[src/rtl/ibex_mem_bus_arbiter.sv]
// Merges Ibex instruction-fetch and LSU bus ports onto one shared memory port,
// routing responses back by a source-ID FIFO. Optional: IBEX_ARB_STALL_CNT_EN.
module ibex_mem_bus_arbiter #(
  parameter int unsigned MaxOutstanding = 4,
  parameter bit          RoundRobin     = 1'b1
) (
  input  logic        clk_i,
  input  logic        rst_ni,
  input  logic        instr_req_i,
  output logic        instr_gnt_o,
  input  logic [31:0] instr_addr_i,
  output logic        instr_rvalid_o,
  output logic [38:0] instr_rdata_o,
  output logic        instr_err_o,
  input  logic        data_req_i,
  output logic        data_gnt_o,
  input  logic        data_we_i,
  input  logic [3:0]  data_be_i,
  input  logic [31:0] data_addr_i,
  input  logic [38:0] data_wdata_i,
  output logic        data_rvalid_o,
  output logic [38:0] data_rdata_o,
  output logic        data_err_o,
  output logic        mem_req_o,
  input  logic        mem_gnt_i,
  output logic        mem_we_o,
  output logic [3:0]  mem_be_o,
  output logic [31:0] mem_addr_o,
  output logic [38:0] mem_wdata_o,
  input  logic        mem_rvalid_i,
  input  logic [38:0] mem_rdata_i,
  input  logic        mem_err_i,
`ifdef IBEX_ARB_STALL_CNT_EN
  output logic [15:0] instr_stall_cnt_o,
`endif
  output logic        busy_o
);

  localparam int unsigned CW = $clog2(MaxOutstanding + 1);
  localparam int unsigned PW = $clog2(MaxOutstanding);

  typedef enum logic {
    SrcInstr = 1'b0,
    SrcData  = 1'b1
  } src_e;

  src_e          sel;
  src_e          rr_q, rr_d;
  src_e          lock_sel_q, lock_sel_d;
  logic          lock_q, lock_d;
  src_e          fifo_q [MaxOutstanding];
  logic [PW-1:0] wr_q, wr_d, rd_q, rd_d;
  logic [CW-1:0] cnt_q, cnt_d;
  logic          any_req, both_req, full, push, pop;
  src_e          head;

  assign any_req  = instr_req_i | data_req_i;
  assign both_req = instr_req_i & data_req_i;
  assign full     = (cnt_q == CW'(MaxOutstanding));
  assign head     = fifo_q[rd_q];

  always_comb begin
    sel = SrcInstr;
    if (lock_q) begin
      sel = lock_sel_q;
    end else if (both_req) begin
      sel = RoundRobin ? rr_q : SrcData;
    end else if (data_req_i) begin
      sel = SrcData;
    end
  end

  assign mem_req_o   = any_req & ~full;
  assign instr_gnt_o = mem_gnt_i & mem_req_o & (sel == SrcInstr);
  assign data_gnt_o  = mem_gnt_i & mem_req_o & (sel == SrcData);
  assign push        = mem_req_o & mem_gnt_i;
  assign pop         = mem_rvalid_i & (cnt_q != '0);

  // Attributes are gated by any_req so the port stays all-zero while idle.
  always_comb begin
    mem_we_o    = 1'b0;
    mem_be_o    = '0;
    mem_addr_o  = '0;
    mem_wdata_o = '0;
    if (any_req) begin
      if (sel == SrcData) begin
        mem_we_o    = data_we_i;
        mem_be_o    = data_be_i;
        mem_addr_o  = data_addr_i;
        mem_wdata_o = data_wdata_i;
      end else begin
        mem_be_o    = 4'hF;
        mem_addr_o  = instr_addr_i;
      end
    end
  end

  // Lock survives a full stall; it is dropped only on grant or when idle.
  always_comb begin
    lock_d     = lock_q;
    lock_sel_d = lock_sel_q;
    rr_d       = rr_q;
    if (mem_req_o && !mem_gnt_i) begin
      lock_d     = 1'b1;
      lock_sel_d = sel;
    end else if (push) begin
      lock_d = 1'b0;
    end else if (!full && !any_req) begin
      lock_d = 1'b0;
    end
    if (push && both_req) begin
      rr_d = (sel == SrcData) ? SrcInstr : SrcData;
    end
  end

  always_comb begin
    wr_d  = wr_q;
    rd_d  = rd_q;
    cnt_d = cnt_q;
    if (push) wr_d = (wr_q == PW'(MaxOutstanding - 1)) ? '0 : wr_q + 1'b1;
    if (pop)  rd_d = (rd_q == PW'(MaxOutstanding - 1)) ? '0 : rd_q + 1'b1;
    case ({push, pop})
      2'b10:   cnt_d = cnt_q + 1'b1;
      2'b01:   cnt_d = cnt_q - 1'b1;
      default: cnt_d = cnt_q;
    endcase
  end

  always_ff @(posedge clk_i or negedge rst_ni) begin
    if (!rst_ni) begin
      lock_q     <= 1'b0;
      lock_sel_q <= SrcInstr;
      rr_q       <= SrcData;
      wr_q       <= '0;
      rd_q       <= '0;
      cnt_q      <= '0;
      for (int unsigned i = 0; i < MaxOutstanding; i++) fifo_q[i] <= SrcInstr;
    end else begin
      lock_q     <= lock_d;
      lock_sel_q <= lock_sel_d;
      rr_q       <= rr_d;
      wr_q       <= wr_d;
      rd_q       <= rd_d;
      cnt_q      <= cnt_d;
      if (push) fifo_q[wr_q] <= sel;
    end
  end

  assign instr_rdata_o  = mem_rdata_i;
  assign data_rdata_o   = mem_rdata_i;
  assign instr_rvalid_o = pop & (head == SrcInstr);
  assign data_rvalid_o  = pop & (head == SrcData);
  assign instr_err_o    = pop & (head == SrcInstr) & mem_err_i;
  assign data_err_o     = pop & (head == SrcData) & mem_err_i;
  assign busy_o         = any_req | (cnt_q != '0);

`ifdef IBEX_ARB_STALL_CNT_EN
  logic [15:0] stall_cnt_q;
  always_ff @(posedge clk_i or negedge rst_ni) begin
    if (!rst_ni) begin
      stall_cnt_q <= '0;
    end else if (instr_req_i && !instr_gnt_o && data_gnt_o && stall_cnt_q != '1) begin
      stall_cnt_q <= stall_cnt_q + 1'b1;
    end
  end
  assign instr_stall_cnt_o = stall_cnt_q;
`endif

  spurious_rvalid: assert property (@(posedge clk_i) disable iff (!rst_ni)
    !(mem_rvalid_i && cnt_q == '0))
    else $warning("arbiter: response with no outstanding transaction dropped");

endmodule

[config.mk]
export PLATFORM = sky130hd
export DESIGN_NAME = ibex_mem_bus_arbiter
export DESIGN_NICKNAME = d
export VERILOG_FILES = /design/src/rtl/ibex_mem_bus_arbiter.sv
export SDC_FILE = /design/constraint.sdc
export NUM_CORES = 1
export LEC_CHECK = 0
export ABC_AREA = 1
export ABC_CLOCK_PERIOD_IN_PS = 1700
export CAP_MARGIN = 30
export CORE_AREA = 2 2 122 124
export DETAILED_ROUTE_END_ITERATION = 16
export DIE_AREA = 0 0 124 126
export SLEW_MARGIN = 25
export SYNTH_ARGS = -nofsm -noshare
export SYNTH_HDL_FRONTEND = slang
export SYNTH_SLANG_ARGS = --single-unit
[constraint.sdc]
create_clock -name clk_i -period 1.7 [get_ports clk_i]
set_input_delay 0.17 -clock clk_i [delete_from_list [all_inputs] [get_ports clk_i]]
set_output_delay 0.17 -clock clk_i [all_outputs]
set_load 0.005 [all_outputs]
; After elaboration in Yosys (flattened, before gate mapping)
; Cells that the tools add are included.
[op_classes]
mux = 24
bitwise = 17
n_addsub = 4
div = 0
mul = 0
n_shift = 0
magnitude_cmp = 3
reduce_logical = 10
n_eq_ne = 5
[op_table]
columns = operator, n
row1 = $mux W39, 2
row2 = $mux W32, 2
row3 = $mux W1, 12
row4 = $and A1 B1 Y1, 10
row5 = $mux W4, 2
row6 = $eq A2 B2 Y1 const B, 3
row7 = $ge A3 B3 Y1 const B, 2
row8 = $not A2 Y3, 2
row9 = $pmux W3 S2, 1
row10 = $reduce_bool A3 Y1, 2
row11 = $add A2 B1 Y2 const B, 2
row12 = $bwmux W4, 1
row13 = $logic_and A1 B1 Y1, 4
row14 = $mux W2, 2
row15 = $add A3 B1 Y3 const B, 1
row16 = $eq A3 B3 Y1 const B, 1
row17 = $logic_not A1 Y1, 3
row18 = $lt A3 B1 Y1 const B, 1
row19 = $not A1 Y1, 3
row20 = $sub A3 B1 Y3 const B, 1
row21 = $bmux W1 S2, 1
row22 = $demux W1 S2, 1
row23 = $eq A2 B1 Y1 const B, 1
row24 = $or A1 B1 Y1, 2
row25 = $reduce_bool A2 Y1, 1
[word_totals]
regBits = 14
latch_bits = 0
mem_bits_ro = 0
mem_count = 0
ram_bits = 0

; Longest topological paths before layout
; Gate-level depths: netlist of the first run.
[depth]
ltp_word = 7
depth_mapped = 10

; Worst setup path after synthesis of the first run
; OpenSTA, ideal clock, no wires.
[synth_timing]
path_kind = flip-flop to flip-flop
from = reg cnt_q[1]
to = reg cnt_q[2]
path_slack_ps = -214
stages_incl_launch_ff = 10
arrival_time_ps = 1835
required_ps = 1621
n_path_buf = 0
synth_period_minus_slack_ps = 1914
cell_sequence = dfrtp_1 > nor2_2 > nand2_2 > nand3_1 > ha_1 > inv_1 > fa_1 > or2_2 > nand2_1 > xor2_1
[synth_between]
elab_chain_len = 6
word_cells_on_any_way = 12
[synth_lines]
columns = element, line
row1 = "start, declared", 53  ; logic [CW-1:0] cnt_q, cnt_d;
row2 = "start signal, assigned", 144  ; cnt_q <= cnt_d;
row3 = $eq A3 B3 Y1, 59  ; assign full = (cnt_q == CW'(MaxOutstanding));
row4 = $not A1 Y1, 73  ; assign mem_req_o = any_req & ~full;
row5 = $and A1 B1 Y1, 73
row6 = $and A1 B1 Y1, 76  ; assign push = mem_req_o & mem_gnt_i;
row7 = $eq A2 B1 Y1 or $eq A2 B2 Y1 (tied branches), 122  ; case ({push, pop})
row8 = $pmux W3 S2 or $reduce_bool A2 Y1 (tied branches), n/a
; Several ways; a longest one is shown, not always the timed one.
; A chain may end at the register's enable or synchronous reset.

; Worst setup path after layout of the first run
[layout_timing]
from = reg rr_q
to = out mem_addr_o[0]
[layout_between]
elab_chain_len = 4
[layout_lines]
columns = element, line
row1 = "start, declared", 48  ; src_e rr_q, rr_d;
row2 = "start signal, assigned", 133  ; rr_q <= SrcData;
row3 = "start signal, assigned", 141  ; rr_q <= rr_d;
row4 = $mux W1, 66  ; end else if (both_req) begin
row5 = $mux W1, 64  ; if (lock_q) begin
row6 = $mux W32, 86  ; if (sel == SrcData) begin
row7 = $mux W32, 85  ; if (any_req) begin
row8 = "end, declared", 28  ; output logic [31:0] mem_addr_o,
; No other way between the ends.

==> impl_metrics.csv, run 1 <==
group,metric,value,unit
die,start_util,0.184,
synthesis,ys_warn_count,0,
synthesis,syn_avg_cell_area,5.71,um2
power_and_ir_drop,ir_worst_vdd,0.000444,V
power_and_ir_drop,sw_frac_of_total,0.420,
critical_path,slowest_delay,0.53,ns
final_layout,drive_above_1_share,0.393,
drt,wire_per_inst,13.7,um
critical_path,worst-setup-path-type,"flip-flop to output pin",
power_and_ir_drop,power,0.00504,W
clock_tree,cts_tree,"done",
drt,drt-initial-drc-count,54,
final_layout,nets,777,
critical_path,cp_slowest_cell,"dfstp_2",
synthesis,synthArstFlopShare,1.00,
sta,final-max-slew-violation-count,0,
synthesis,synth_top_area_share,0.231,
critical_path,arrival,1.71,ns
sta,hold_violations,0,
place,gp_congestion,0.752,
sta,fin_tns_setup,-5.35,ns
place,preCtsSetupSlack,-0.424,ns
synthesis,synth_top_cell_by_area,"buf_4",
synthesis,synth_commonest_cells,"inv_1, buf_4, nor2_1, nand2_1, nand3_1",
drt,drc,0,
synthesis,synth_area_leaders,"buf_4, inv_1, dfrtp_1",
outcome,violations,"negative setup slack",
power_and_ir_drop,p_int,0.00293,W
power_and_ir_drop,sequentialPowerShare,0.123,
clock_tree,cts_buffer_depth,2,
clock_tree,path_clk_slew,0.05,ns
sta,rsz0062_at_grt,"yes",
power_and_ir_drop,pwr-share-clk,0.089,
synthesis,syn_inst,460,
die,core_area,14300,um2
die,fp-row-count,44,
final_layout,syn_to_final_growth,96.0,%
critical_path,cp-end-kind,"output pin",
clock_tree,cts.sinks,14,
die,ios,316,
global_route,antenna_found_initial,0,
die,fp.dieH,126,um
critical_path,required,1.53,ns
drt,ant_nets,0,
sta,fmax,532,MHz
synthesis,syn_area,2630,um2
place,dpl.hpwl,6940,um
synthesis,ys_seq_elements,14,
synthesis,seq_area_frac_synth,0.134,
drt,vias,3172,
drt,vias_per_cell,3.97,
critical_path,cp_max_fo,7,
power_and_ir_drop,p_switching,0.00212,W
power_and_ir_drop,p_leak,2.71,nW
final_layout,n_fill_cell,1563,
synthesis,yosysMostFrequentCell,"inv_1",
synthesis,syn_nets,621,
critical_path,crit_buf_inv,4,
critical_path,cp_cell_sequence,"inv_2 > nand2_2 > nand3_4 > buf_12 > bufbuf_16 > a21oi_2 > nor2_1 > buf_2",
clock_tree,cts_max_level,1,
clock_tree,clock_latency,0.24,ns
critical_path,critical-path-top-delay-family,"buffers and inverters",
drt,wirelength,10900,um
power_and_ir_drop,pwr-share-comb,0.788,
critical_path,worst_setup_path_start_kind,"flip-flop",
global_route,grt_usage,0.126,
place,port-buffer-count,198,
sta,slew_headroom,0.818,
clock_tree,cts_root_buf,"clkbuf_16",
flow_run,max_cap_violations,0,
sta,period_share,1.11,
outcome,status,"finished with violations",
sta,worstMarginPinSlew,0.274,ns
die,die_x,124,um
global_route,grt_pass1_wl,15600,um
power_and_ir_drop,power.density,978,nW/um2
sta,period_minus_slack,1.88,ns
final_layout,diodes,0,
sta,fin_worst_skew,0.00289,ns
worst_hold_path,hold_path.class,"primary input to asynchronous set/reset pin",
global_route,grt_max_degree,43,
global_route,overflow,0,
synthesis,yosysUniqueCellTypes,23,
synthesis,synth_edf_count,0,
sta,setup_viol,75,
sta,finalWorstSetupSlack,-0.181,ns
drt,first_pass_iters,4,
die,dieArea,15600,um2
synthesis,synth_ff_type,"dfrtp_1",
global_route,grt_pass1_vias,3069,
clock_tree,cts_buffers,3,
[state kept, by name, summed over array words and instances, names as in the netlist]
| register | flops |
|---|---|
| cnt_q | 3 |
| fifo_q | 4 |
| lock_q | 1 |
| lock_sel_q | 1 |
| rd_q | 2 |
| rr_q | 1 |
| wr_q | 2 |
[final timing paths]
kind                       slack, ns  cells past startpoint       startpoint               end
setup / recovery               -0.18                      8             rr_q     mem_addr_o[0]
hold / removal                  0.24                      2           rst_ni          cnt_q[0]
setup reg to reg               -0.05                      9         cnt_q[0]          cnt_q[2]
hold reg to reg                 0.48                      2             rr_q              rr_q
max in group asynchronous       1.22                      2           rst_ni              rr_q
min in group clk_i              0.34                      0  mem_rdata_i[12]  data_rdata_o[12]
[final cells by class]
type	count	area, um2	area share
timing repair buffer	252	2410	0.468
multi-input combinational	250	1720	0.334
inverter	95	362	0.0702
sequential	14	352	0.0682
tap	184	230	0.0447
clock buffer	4	78.8	0.0153
[cells in the final DEF, fill, tap and decap left out, types with 7 or more instances in the layout]
master / instances
buf_12: 9
buf_6: 10
dfrtp_1: 13
buf_2: 70
nand2_1: 58
inv_1: 90
clkdlybuf4s50_1: 113
nand3_1: 26
a21oi_2: 29
nand3_2: 14
nor2_1: 42
clkbuf_16: 7
nor2_4: 35
buf_4: 24
[power groups by stage]
stage | combinational [W] | clock [W] | sequential, W
2_1_floorplan | 0.00158 | 0 | 0.000594
3_3_place_gp | 0.00304 | 0 | 0.000616
3_5_place_dp | 0.00306 | 0 | 0.000616
4_1_cts | 0.00352 | 0.000457 | 0.000621
5_1_grt | 0.00438 | 0.000467 | 0.000644
6_report | 0.00397 | 0.000451 | 0.000619
[per-layer routing]
metal  vias up  track usage  part of all wire  routed length, um
met5         -            0                 0                  0
met4         0       0.0264             0.017                181
met3        20       0.0408             0.098               1070
met2       159        0.218              0.48               5290
met1      1385        0.150              0.40               4370
li1       1608            -                 -                  -
[per-stage QoR]
step	utilization	hold WS (ns)	std cells	area (um2)
detailed placement	0.307	0.340	766	4390
global placement	0.307	0.340	766	4390
floorplan	-	-0.126	460	2660
finish	0.360	0.236	799	5150
CTS	0.335	0.242	789	4800
global route	0.360	0.249	799	5150
[cells by family after synthesis]
family                     share of synthesized area
AOI/OAI and AO/OA                             0.0819
xor gates and xnor gates                     0.00666
adders and majority gates                     0.0362
buffers and inverters                          0.424
DFF                                            0.134
and+or+nand+nor                                0.317
[timing repair]
action | in CTS | in global routing
gates cloned | 9 | 6
hold buffers | 0 | 0
setup endpoints to repair | 86 | 84
pin swaps | 18 | 29
buffers inserted | 10 | 6
endpoints found under the hold margin | 0 | 0
gates resized for setup | 376 | 104
Note: power is estimated with default switching activity, not from simulation.
==> run 2: changes to the inputs <==
- CTS_BUF_LIST: not set -> sky130_fd_sc_hd__clkbuf_16
==> impl_metrics.csv, run 2 (synthesized netlist as in run 1, its figures left out) <==
group,metric,value,unit
final_layout,largest_reg_flops,4,
global_route,overflow,0,
power_and_ir_drop,ir_worst_vdd,0.000444,V
clock_tree,path_clk_slew,0.05,ns
sta,worstMarginPinSlew,0.274,ns
die,fp.dieH,126,um
final_layout,postLayoutCoreUtil,0.360,
critical_path,cp_cell_sequence,"inv_2 > nand2_2 > nand3_4 > buf_12 > bufbuf_16 > a21oi_2 > nor2_1 > buf_2",
final_layout,nets,777,
sta,hold_violations,0,
power_and_ir_drop,pwr-share-clk,0.088,
drt,first_pass_iters,4,
drt,drc,0,
critical_path,cp-end-kind,"output pin",
clock_tree,cts_buffer_depth,2,
final_layout,fin_cells,799,
die,ios,316,
global_route,grt_usage,0.126,
final_layout,n_fill_cell,1563,
critical_path,arrival,1.71,ns
drt,vias_per_cell,3.97,
sta,final-max-slew-violation-count,0,
worst_hold_path,hold_path.class,"primary input to asynchronous set/reset pin",
place,dp_cells,766,
final_layout,final_common_cell,"clkdlybuf4s50_1",
sta,period_share,1.11,
power_and_ir_drop,sw_frac_of_total,0.420,
drt,wirelength,10900,um
final_layout,drive_above_1_share,0.393,
sta,slew_headroom,0.818,
critical_path,worst-setup-path-type,"flip-flop to output pin",
sta,fin_hold_ws,0.236,ns
die,fp-row-count,44,
clock_tree,cts_tree,"done",
clock_tree,clock_latency,0.24,ns
power_and_ir_drop,p_int,0.00292,W
critical_path,critical_path.startpoint,"rr_q",
final_layout,layout_common_cells,"clkdlybuf4s50_1, inv_1, buf_2, nand2_1, nor2_1",
final_layout,diodes,0,
die,die_x,124,um
outcome,violations,"negative setup slack",
sta,fmax,532,MHz
drt,vias,3172,
drt,wire_per_inst,13.7,um
die,start_util,0.184,
final_layout,top_regs,"fifo_q (4), cnt_q (3)",
final_layout,largest_register,"fifo_q",
critical_path,cp_max_fo,7,
power_and_ir_drop,pwr-share-comb,0.789,
clock_tree,cts_buffers,3,
die,dieArea,15600,um2
critical_path,cp_slowest_cell,"dfstp_2",
drt,drt-initial-drc-count,54,
sta,setup_viol,75,
global_route,grt_pass1_wl,15600,um
critical_path,slowest_delay,0.53,ns
place,gp_congestion,0.752,
sta,rsz0062_at_grt,"yes",
critical_path,r2r-start,"cnt_q[0]",
outcome,status,"finished with violations",
place,port-buffer-count,198,
place,dpl.hpwl,6940,um
die,core_area,14300,um2
sta,period_minus_slack,1.88,ns
critical_path,required,1.53,ns
global_route,antenna_found_initial,0,
critical_path,worst_setup_path_start_kind,"flip-flop",
drt,ant_nets,0,
power_and_ir_drop,p_leak,2.71,nW
global_route,grt_pass1_vias,3069,
flow_run,max_cap_violations,0,
sta,fin_worst_skew,0.00319,ns
clock_tree,cts.sinks,14,
power_and_ir_drop,p_switching,0.00212,W
final_layout,syn_to_final_growth,96.0,%
sta,finalWorstSetupSlack,-0.181,ns
clock_tree,cts_root_buf,"clkbuf_16",
power_and_ir_drop,sequentialPowerShare,0.123,
power_and_ir_drop,power.density,977,nW/um2
global_route,grt_max_degree,43,
clock_tree,cts_max_level,1,
==> run 2: cell count changes in the layout (fill, tap and decap cells not counted) <==
cell / before / now
clkbuf_1: 1 / 0
inv_1: 90 / 91
==> run 2: what timing repair did <==
action	CTS	global route
setup buffers	10	6
cloned	9	6
hold buffers	0	0
pin swaps	18	29
resized for setup	376	104
hold endpoints to repair	0	0
setup endpoints to repair	86	84
==> run 2: per-stage QoR <==
stage / setup WS (ns) / power, W / TNS [ns] / instance area, um2
floorplan: -0.0732 / 0.00218 / -0.0732 / 2660
global placement: -0.424 / 0.00366 / -26.87 / 4390
detailed placement: -0.424 / 0.00368 / -28.11 / 4390
CTS: -0.206 / 0.00459 / -5.79 / 4800
global route: -0.272 / 0.00549 / -12.50 / 5150
finish: -0.181 / 0.00504 / -5.35 / 5150
==> run 2: worst max-delay path: cells and delay by family, from the launching register on <==
| family | cells | cell delay [ns] |
|---|---|---|
| buffers and inverters | 4 | 0.60 |
| flip-flops | 1 | 0.53 |
| AND/OR/NAND/NOR | 3 | 0.20 |
| AO/OA/AOI/OAI | 1 | 0.13 |
==> run 2: metal layers <==
layer / share of wire / global-route usage / vias up
li1: - / - / 1608
met1: 0.40 / 0.150 / 1385
met2: 0.48 / 0.218 / 159
met3: 0.098 / 0.0408 / 20
met4: 0.017 / 0.0264 / 0
met5: 0 / 0 / -
==> run 2: worst paths after layout <==
kind	slack, ns	depth (start not counted)	to
min in group clk_i	0.34	0	data_rdata_o[12]
min reg2reg	0.48	2	rr_q
max in group asynchronous	1.22	2	rr_q
max	-0.18	8	mem_addr_o[0]
max reg2reg	-0.05	9	cnt_q[2]
min	0.24	2	cnt_q[0]
==> run 2: power by group through the flow <==
| stage | logic, W | registers (W) | clock network [W] |
|---|---|---|---|
| after floorplan | 0.00158 | 0.000594 | 0 |
| after global placement | 0.00304 | 0.000616 | 0 |
| after detailed placement | 0.00306 | 0.000616 | 0 |
| after CTS | 0.00352 | 0.000621 | 0.000451 |
| after global routing | 0.00438 | 0.000644 | 0.000461 |
| final | 0.00397 | 0.000619 | 0.000445 |
==> run 2: cell type report <==
type                    count  area (um2)  area share
clock buffers               3        75.1      0.0146
clock inverters             1        3.75    0.000728
inverters                  95         362      0.0702
multi-input cells         250        1720       0.334
flip-flops and latches     14         352      0.0682
well taps                 184         230      0.0447
repair buffers            252        2410       0.468
